### config.mk
export PLATFORM = sky130hd
export DESIGN_NAME = decode_stage
export DESIGN_NICKNAME = d
export VERILOG_FILES = /design/src/rtl/decode_stage.sv
export SDC_FILE = /design/constraint.sdc
export NUM_CORES = 1
export LEC_CHECK = 0
export ABC_AREA = 0
export ABC_CLOCK_PERIOD_IN_PS = 5100
export CORE_UTILIZATION = 46
export DETAILED_ROUTE_END_ITERATION = 7
export PLACE_DENSITY = 0.76
export SLEW_MARGIN = 20
export SYNTH_ARGS = -nofsm -noshare
export SYNTH_HDL_FRONTEND = slang
export SYNTH_SLANG_ARGS = --single-unit
### constraint.sdc
create_clock -name clk -period 5.1 [get_ports clk]
set_clock_uncertainty 0.05 [all_clocks]
set_input_delay 1.02 -clock clk [delete_from_list [all_inputs] [get_ports clk]]
set_output_delay 1.02 -clock clk [all_outputs]
set_load 0.05 [all_outputs]
### src/rtl/decode_stage.sv
// RV32I decode stage: registered decode of one instruction per handshake into a
// two-entry output buffer, with synchronous flush on redirect.
`timescale 1ns/1ps
module decode_stage #(
  parameter int XLEN          = 32,
  parameter bit CHECK_ILLEGAL = 1'b1
) (
  input  logic            clk,
  input  logic            resetn,
  input  logic            flush,
  input  logic            in_valid,
  output logic            in_ready,
  input  logic [31:0]     in_instr,
  input  logic [XLEN-1:0] in_pc,
  output logic            out_valid,
  input  logic            out_ready,
  output logic [9:0]      out_op,
  output logic [4:0]      out_rs1,
  output logic [4:0]      out_rs2,
  output logic [4:0]      out_rd,
  output logic [2:0]      out_funct3,
  output logic [6:0]      out_funct7,
  output logic [XLEN-1:0] out_imm,
  output logic [XLEN-1:0] out_pc,
  output logic            out_illegal
);

  localparam logic [6:0] OPC_ALUREG = 7'b0110011;
  localparam logic [6:0] OPC_ALUIMM = 7'b0010011;
  localparam logic [6:0] OPC_BRANCH = 7'b1100011;
  localparam logic [6:0] OPC_JALR   = 7'b1100111;
  localparam logic [6:0] OPC_JAL    = 7'b1101111;
  localparam logic [6:0] OPC_AUIPC  = 7'b0010111;
  localparam logic [6:0] OPC_LUI    = 7'b0110111;
  localparam logic [6:0] OPC_LOAD   = 7'b0000011;
  localparam logic [6:0] OPC_STORE  = 7'b0100011;
  localparam logic [6:0] OPC_SYSTEM = 7'b1110011;

  localparam logic [6:0] F7_ZERO = 7'b0000000;
  localparam logic [6:0] F7_ALT  = 7'b0100000;

  typedef struct packed {
    logic [9:0]      op;
    logic [4:0]      rs1;
    logic [4:0]      rs2;
    logic [4:0]      rd;
    logic [2:0]      funct3;
    logic [6:0]      funct7;
    logic [XLEN-1:0] imm;
    logic [XLEN-1:0] pc;
    logic            illegal;
  } entry_t;

  typedef enum logic [1:0] {
    EMPTY = 2'd0,
    ONE   = 2'd1,
    TWO   = 2'd2
  } buf_state_e;

  logic [6:0]      opcode;
  logic [2:0]      funct3;
  logic [6:0]      funct7;
  logic [31:0]     immI;
  logic [31:0]     immS;
  logic [31:0]     immB;
  logic [31:0]     immJ;
  logic [31:0]     immU;
  logic [9:0]      opDec;
  logic [31:0]     imm32;
  logic            illegalDec;
  logic [XLEN-1:0] immExt;
  entry_t          decoded;

  assign opcode = in_instr[6:0];
  assign funct3 = in_instr[14:12];
  assign funct7 = in_instr[31:25];

  assign immI = {{20{in_instr[31]}}, in_instr[31:20]};
  assign immS = {{20{in_instr[31]}}, in_instr[31:25], in_instr[11:7]};
  assign immB = {{19{in_instr[31]}}, in_instr[31], in_instr[7], in_instr[30:25],
                 in_instr[11:8], 1'b0};
  assign immJ = {{11{in_instr[31]}}, in_instr[31], in_instr[19:12], in_instr[20],
                 in_instr[30:21], 1'b0};
  assign immU = {in_instr[31:12], 12'b0};

  always_comb begin
    opDec      = '0;
    imm32      = '0;
    illegalDec = 1'b0;
    if (in_instr[1:0] != 2'b11) begin
      illegalDec = 1'b1;
    end else begin
      case (opcode)
        OPC_ALUREG: begin
          opDec[0] = 1'b1;
          if (CHECK_ILLEGAL &&
              !((funct7 == F7_ZERO) ||
                ((funct7 == F7_ALT) && ((funct3 == 3'b000) || (funct3 == 3'b101)))))
            illegalDec = 1'b1;
        end
        OPC_ALUIMM: begin
          opDec[1] = 1'b1;
          imm32    = immI;
          if (CHECK_ILLEGAL &&
              (((funct3 == 3'b001) && (funct7 != F7_ZERO)) ||
               ((funct3 == 3'b101) && (funct7 != F7_ZERO) && (funct7 != F7_ALT))))
            illegalDec = 1'b1;
        end
        OPC_BRANCH: begin
          opDec[2] = 1'b1;
          imm32    = immB;
          if (CHECK_ILLEGAL && ((funct3 == 3'b010) || (funct3 == 3'b011)))
            illegalDec = 1'b1;
        end
        OPC_JALR: begin
          opDec[3] = 1'b1;
          imm32    = immI;
          if (CHECK_ILLEGAL && (funct3 != 3'b000))
            illegalDec = 1'b1;
        end
        OPC_JAL: begin
          opDec[4] = 1'b1;
          imm32    = immJ;
        end
        OPC_AUIPC: begin
          opDec[5] = 1'b1;
          imm32    = immU;
        end
        OPC_LUI: begin
          opDec[6] = 1'b1;
          imm32    = immU;
        end
        OPC_LOAD: begin
          opDec[7] = 1'b1;
          imm32    = immI;
          if (CHECK_ILLEGAL &&
              ((funct3 == 3'b011) || (funct3 == 3'b110) || (funct3 == 3'b111)))
            illegalDec = 1'b1;
        end
        OPC_STORE: begin
          opDec[8] = 1'b1;
          imm32    = immS;
          if (CHECK_ILLEGAL && (funct3 >= 3'b011))
            illegalDec = 1'b1;
        end
        OPC_SYSTEM: begin
          opDec[9] = 1'b1;
          imm32    = immI;
        end
        default: illegalDec = 1'b1;
      endcase
    end
    // Illegal words keep their register/funct fields so execute can trap on them.
    if (illegalDec) begin
      opDec = '0;
      imm32 = '0;
    end
  end

  assign immExt = XLEN'($signed(imm32));

  always_comb begin
    decoded         = '0;
    decoded.op      = opDec;
    decoded.rs1     = in_instr[19:15];
    decoded.rs2     = in_instr[24:20];
    decoded.rd      = in_instr[11:7];
    decoded.funct3  = funct3;
    decoded.funct7  = funct7;
    decoded.imm     = immExt;
    decoded.pc      = in_pc;
    decoded.illegal = illegalDec;
  end

  buf_state_e stateQ, stateD;
  entry_t     headQ, headD;
  entry_t     tailQ, tailD;
  logic       inReadyQ, inReadyD;
  logic       push;
  logic       pop;

  assign push = in_valid & inReadyQ;
  assign pop  = (stateQ != EMPTY) & out_ready;

  // Flush wins over any handshake; the word presented in the flush cycle is dropped.
  always_comb begin
    stateD = stateQ;
    headD  = headQ;
    tailD  = tailQ;
    if (flush) begin
      stateD = EMPTY;
    end else begin
      case (stateQ)
        EMPTY: begin
          if (push) begin
            headD  = decoded;
            stateD = ONE;
          end
        end
        ONE: begin
          if (push && !pop) begin
            tailD  = decoded;
            stateD = TWO;
          end else if (push && pop) begin
            headD  = decoded;
          end else if (pop) begin
            stateD = EMPTY;
          end
        end
        TWO: begin
          if (pop) begin
            headD  = tailQ;
            stateD = ONE;
          end
        end
        default: stateD = EMPTY;
      endcase
    end
    inReadyD = (stateD != TWO);
  end

  always_ff @(posedge clk or negedge resetn) begin
    if (!resetn) begin
      stateQ   <= EMPTY;
      headQ    <= '0;
      tailQ    <= '0;
      inReadyQ <= 1'b1;
    end else begin
      stateQ   <= stateD;
      headQ    <= headD;
      tailQ    <= tailD;
      inReadyQ <= inReadyD;
    end
  end

  assign in_ready    = inReadyQ;
  assign out_valid   = (stateQ != EMPTY);
  assign out_op      = headQ.op;
  assign out_rs1     = headQ.rs1;
  assign out_rs2     = headQ.rs2;
  assign out_rd      = headQ.rd;
  assign out_funct3  = headQ.funct3;
  assign out_funct7  = headQ.funct7;
  assign out_imm     = headQ.imm;
  assign out_pc      = headQ.pc;
  assign out_illegal = headQ.illegal;

endmodule

==> impl_metrics.yaml <==
status:
  outcome: "finished, final reports clean"
layout:
  area_growth_pct: 28.25
  seq_area_sq_um: 5081
  multi_input_area_sq_um: 3880
  antenna_cells: 0
  n_fill_cell: 1702
  drive_above_1_share_pct: 7.897
  layout.nets: 1257
power:
  p_leak_nw: 5.173
  internal_power_mw: 3.307
  powerDensity_nw_per_um2: 407.6
  sw_frac_of_total_pct: 32.15
  switchingPower_mw: 1.567
  seq_power_share_pct: 41.8
  combPwrFrac_pct: 24.2
  clockPowerShare_pct: 34.0
  ir_drop_v: 0.0003058
clock_tree:
  cts-root-buf: "clkbuf_16"
  cts-resized-gates: 0
  clk_pin_slew_ns: 0.06
  cts_sinks: 203
  post-cts-setup-buffers: 0
  cts_tree: "done"
  clk_latency_ns: 0.50
  clock_path_buffers: 3
  cts_hold_buf: 0
  numCtsBuffers: 23
  h-tree-depth: 1
detailed_routing:
  vias: 8142
  ant_nets: 0
  drt_first_iter_violations: 618
  drcViolationCount: 0
  firstDrtPassIters: 5
  post_drt_wl_per_cell_um: 17.88
  routed_wl_um: 26250
  viasPerCell: 5.546
floorplanning:
  core_sq_um: 19650
  die_area_sq_um: 20840
  dieWidth_um: 144.4
  io_pins: 171
  row_count: 51
  die_h_um: 144.4
  initial_core_util_pct: 47.44
grt:
  grt_pass1_wl_um: 41350
  grt_usage_pct: 25.41
  grt_pass1_vias: 7702
  antenna_found_initial: 0
  grt_max_degree: 118
  grt-ovfl-total: 0
synth:
  syn_inst: 1060
  ys.flop_type: "dfrtp_1"
  async_flop_share_pct: 100.0
  synth_top_area_share_pct: 54.21
  synthAdderAreaFrac_pct: 0
  synth_edf_count: 0
  avgSynthCellArea_sq_um: 8.796
  synthesis.nets: 1129
  yosys.area_share.xor_xnor_pct: 0.1879
  yosysTopAreaCell: "dfrtp_1"
  muxShareOfSynthArea_pct: 0.1074
  ys_types: 57
  synth-compound-area-share_pct: 17.24
  synth_top_family_by_area: "simple AND/OR/NAND/NOR gates"
  yosys_warnings: 0
  ys_ff_latch: 203
  yosys-top-cells-count: "nand2_1 (361), dfrtp_1 (202), nor2_1 (83), clkbuf_1 (67), a31oi_1 (61)"
  synth_area_leaders: "dfrtp_1 (54%), nand2_1 (15%), a31oi_1 (4.1%)"
  synth_most_common_cell: "nand2_1"
  seq_area_frac_synth_pct: 54.50
  synth-simple-area-share_pct: 23.73
  synthesis.area_sq_um: 9324
sta:
  finalCriticalPeriod_ns: 3.698
  hold_ws_ns: 0.4263
  maxSlewViolCount: 0
  worstMarginPinSlew_ns: 1.159
  finalSetupViolCount: 0
  grt_setup_unrepaired: "no"
  max_freq_mhz: 270.4
  fin_crit_sh_pct: 72.52
  final_hold_viol_count: 0
  finalSetupTns_ns: 0
  relSlewSlack_pct: 22.73
placed_design:
  dp_hpwl_um: 16790
  gp_congestion: 0.9131
  portBuffers: 170
setup_path:
  worstPathArrival_ns: 4.03
  cp-end-kind: "flop"
  crit_type: "in2reg"
  r2r_setup_slack_ns: 2.06
  cp-start-kind: "primary input"
  crit_required_ns: 5.44
  worst-path-max-fanout: 19
hold_path:
  hold_path_class: "reg2reg"
run:
  cap_violations: 0
-- metal layers --
metal  vias to the layer above  global-route usage [%]  part of all wire, %
met5                         -                       0                    0
met4                         0                   8.144                  2.8
met3                        56                   4.570                  6.5
met2                       264                   40.33                   47
met1                      3930                   35.25                   44
li1                       3892                       -                    -
-- cells by family after synthesis --
logic type      count (synthesis)
buf+inv                        93
xor+xnor                        2
compound gates                226
mux                             1
flops                         203
simple gates                  535
-- power by group through the flow --
| stage | registers (mW) | clock network [mW] | logic [mW] |
|---|---|---|---|
| after global routing | 2.07 | 1.75 | 1.26 |
| after detailed placement | 2.06 | 0 | 1.18 |
| after global placement | 2.05 | 0 | 1.17 |
| after CTS | 2.03 | 1.68 | 1.19 |
| after floorplan | 2.43 | 0 | 0.351 |
| final | 2.04 | 1.66 | 1.18 |
-- cell type report --
| type | instances | area share (%) |
|---|---|---|
| clock buffers | 35 | 5.692 |
| well taps | 265 | 2.773 |
| flip-flops and latches | 203 | 42.49 |
| multi-input cells | 764 | 32.45 |
| clock inverters | 5 | 0.6487 |
| repair buffers | 191 | 15.79 |
| inverters | 5 | 0.1570 |
-- sequential cells by signal (all words and copies together), names as in the netlist --
name / count
tailQ: 100
out_imm: 32
out_pc: 32
out_op: 10
out_funct7: 7
out_rd: 5
out_rs1: 5
out_rs2: 5
out_funct3: 3
stateQ: 2
in_ready: 1
out_illegal: 1
-- layout by cell type, fill, tap and decap left out, types with 4 or more instances in the layout --
cell type	instances
nand2b_1	4
a211oi_1	11
o211ai_1	4
a21oi_1	51
a32oi_1	5
o31ai_2	11
nor2_1	82
nand3_1	20
and3_1	5
dfrtp_1	202
and2_1	13
a2111oi_0	11
o31ai_1	21
o21ai_0	20
nand2_1	361
clkbuf_16	23
inv_1	4
buf_4	19
clkbuf_1	6
o221a_2	11
clkdlybuf4s50_1	169
a31oi_1	61
clkbuf_8	7
nor3_1	22
-- through the flow --
step | instances | power, mW | cell area [sq um] | worst slack [ns] | utilization [%]
floorplan | 1060 | 2.780 | 9324 | 2.328 | -
global placement | 1428 | 3.216 | 11200 | 1.009 | 56.98
detailed placement | 1428 | 3.243 | 11200 | 0.9378 | 56.98
CTS | 1468 | 4.907 | 11960 | 1.432 | 60.84
global route | 1468 | 5.077 | 11960 | 1.260 | 60.84
finish | 1468 | 4.874 | 11960 | 1.402 | 60.84
-- worst max-delay path: stages --
cell and delay [ns]:
clkdlybuf4s50_1 0.84, nand2_1 0.26, o21ba_2 0.30, o211ai_1 0.11
or4_1 0.78, buf_4 0.38, o41ai_2 0.33
-- final timing paths --
kind                                           end                   from  cells after the start
hold reg to reg              tailQ[89]$_DFFE_PN0P_  tailQ[89]$_DFFE_PN0P_                      2
min in group asynchronous   out_rs1[3]$_DFFE_PN0P_                 resetn                      1
setup reg to reg           out_imm[12]$_DFFE_PN0P_    stateQ[1]$_DFF_PN0_                      6
max in group asynchronous      stateQ[0]$_DFF_PN0_                 resetn                      2
setup / recovery             out_op[8]$_DFFE_PN0P_            in_instr[6]                      7
hold / removal               tailQ[89]$_DFFE_PN0P_  tailQ[89]$_DFFE_PN0P_                      2
Note: power is estimated with default switching activity, not from simulation.
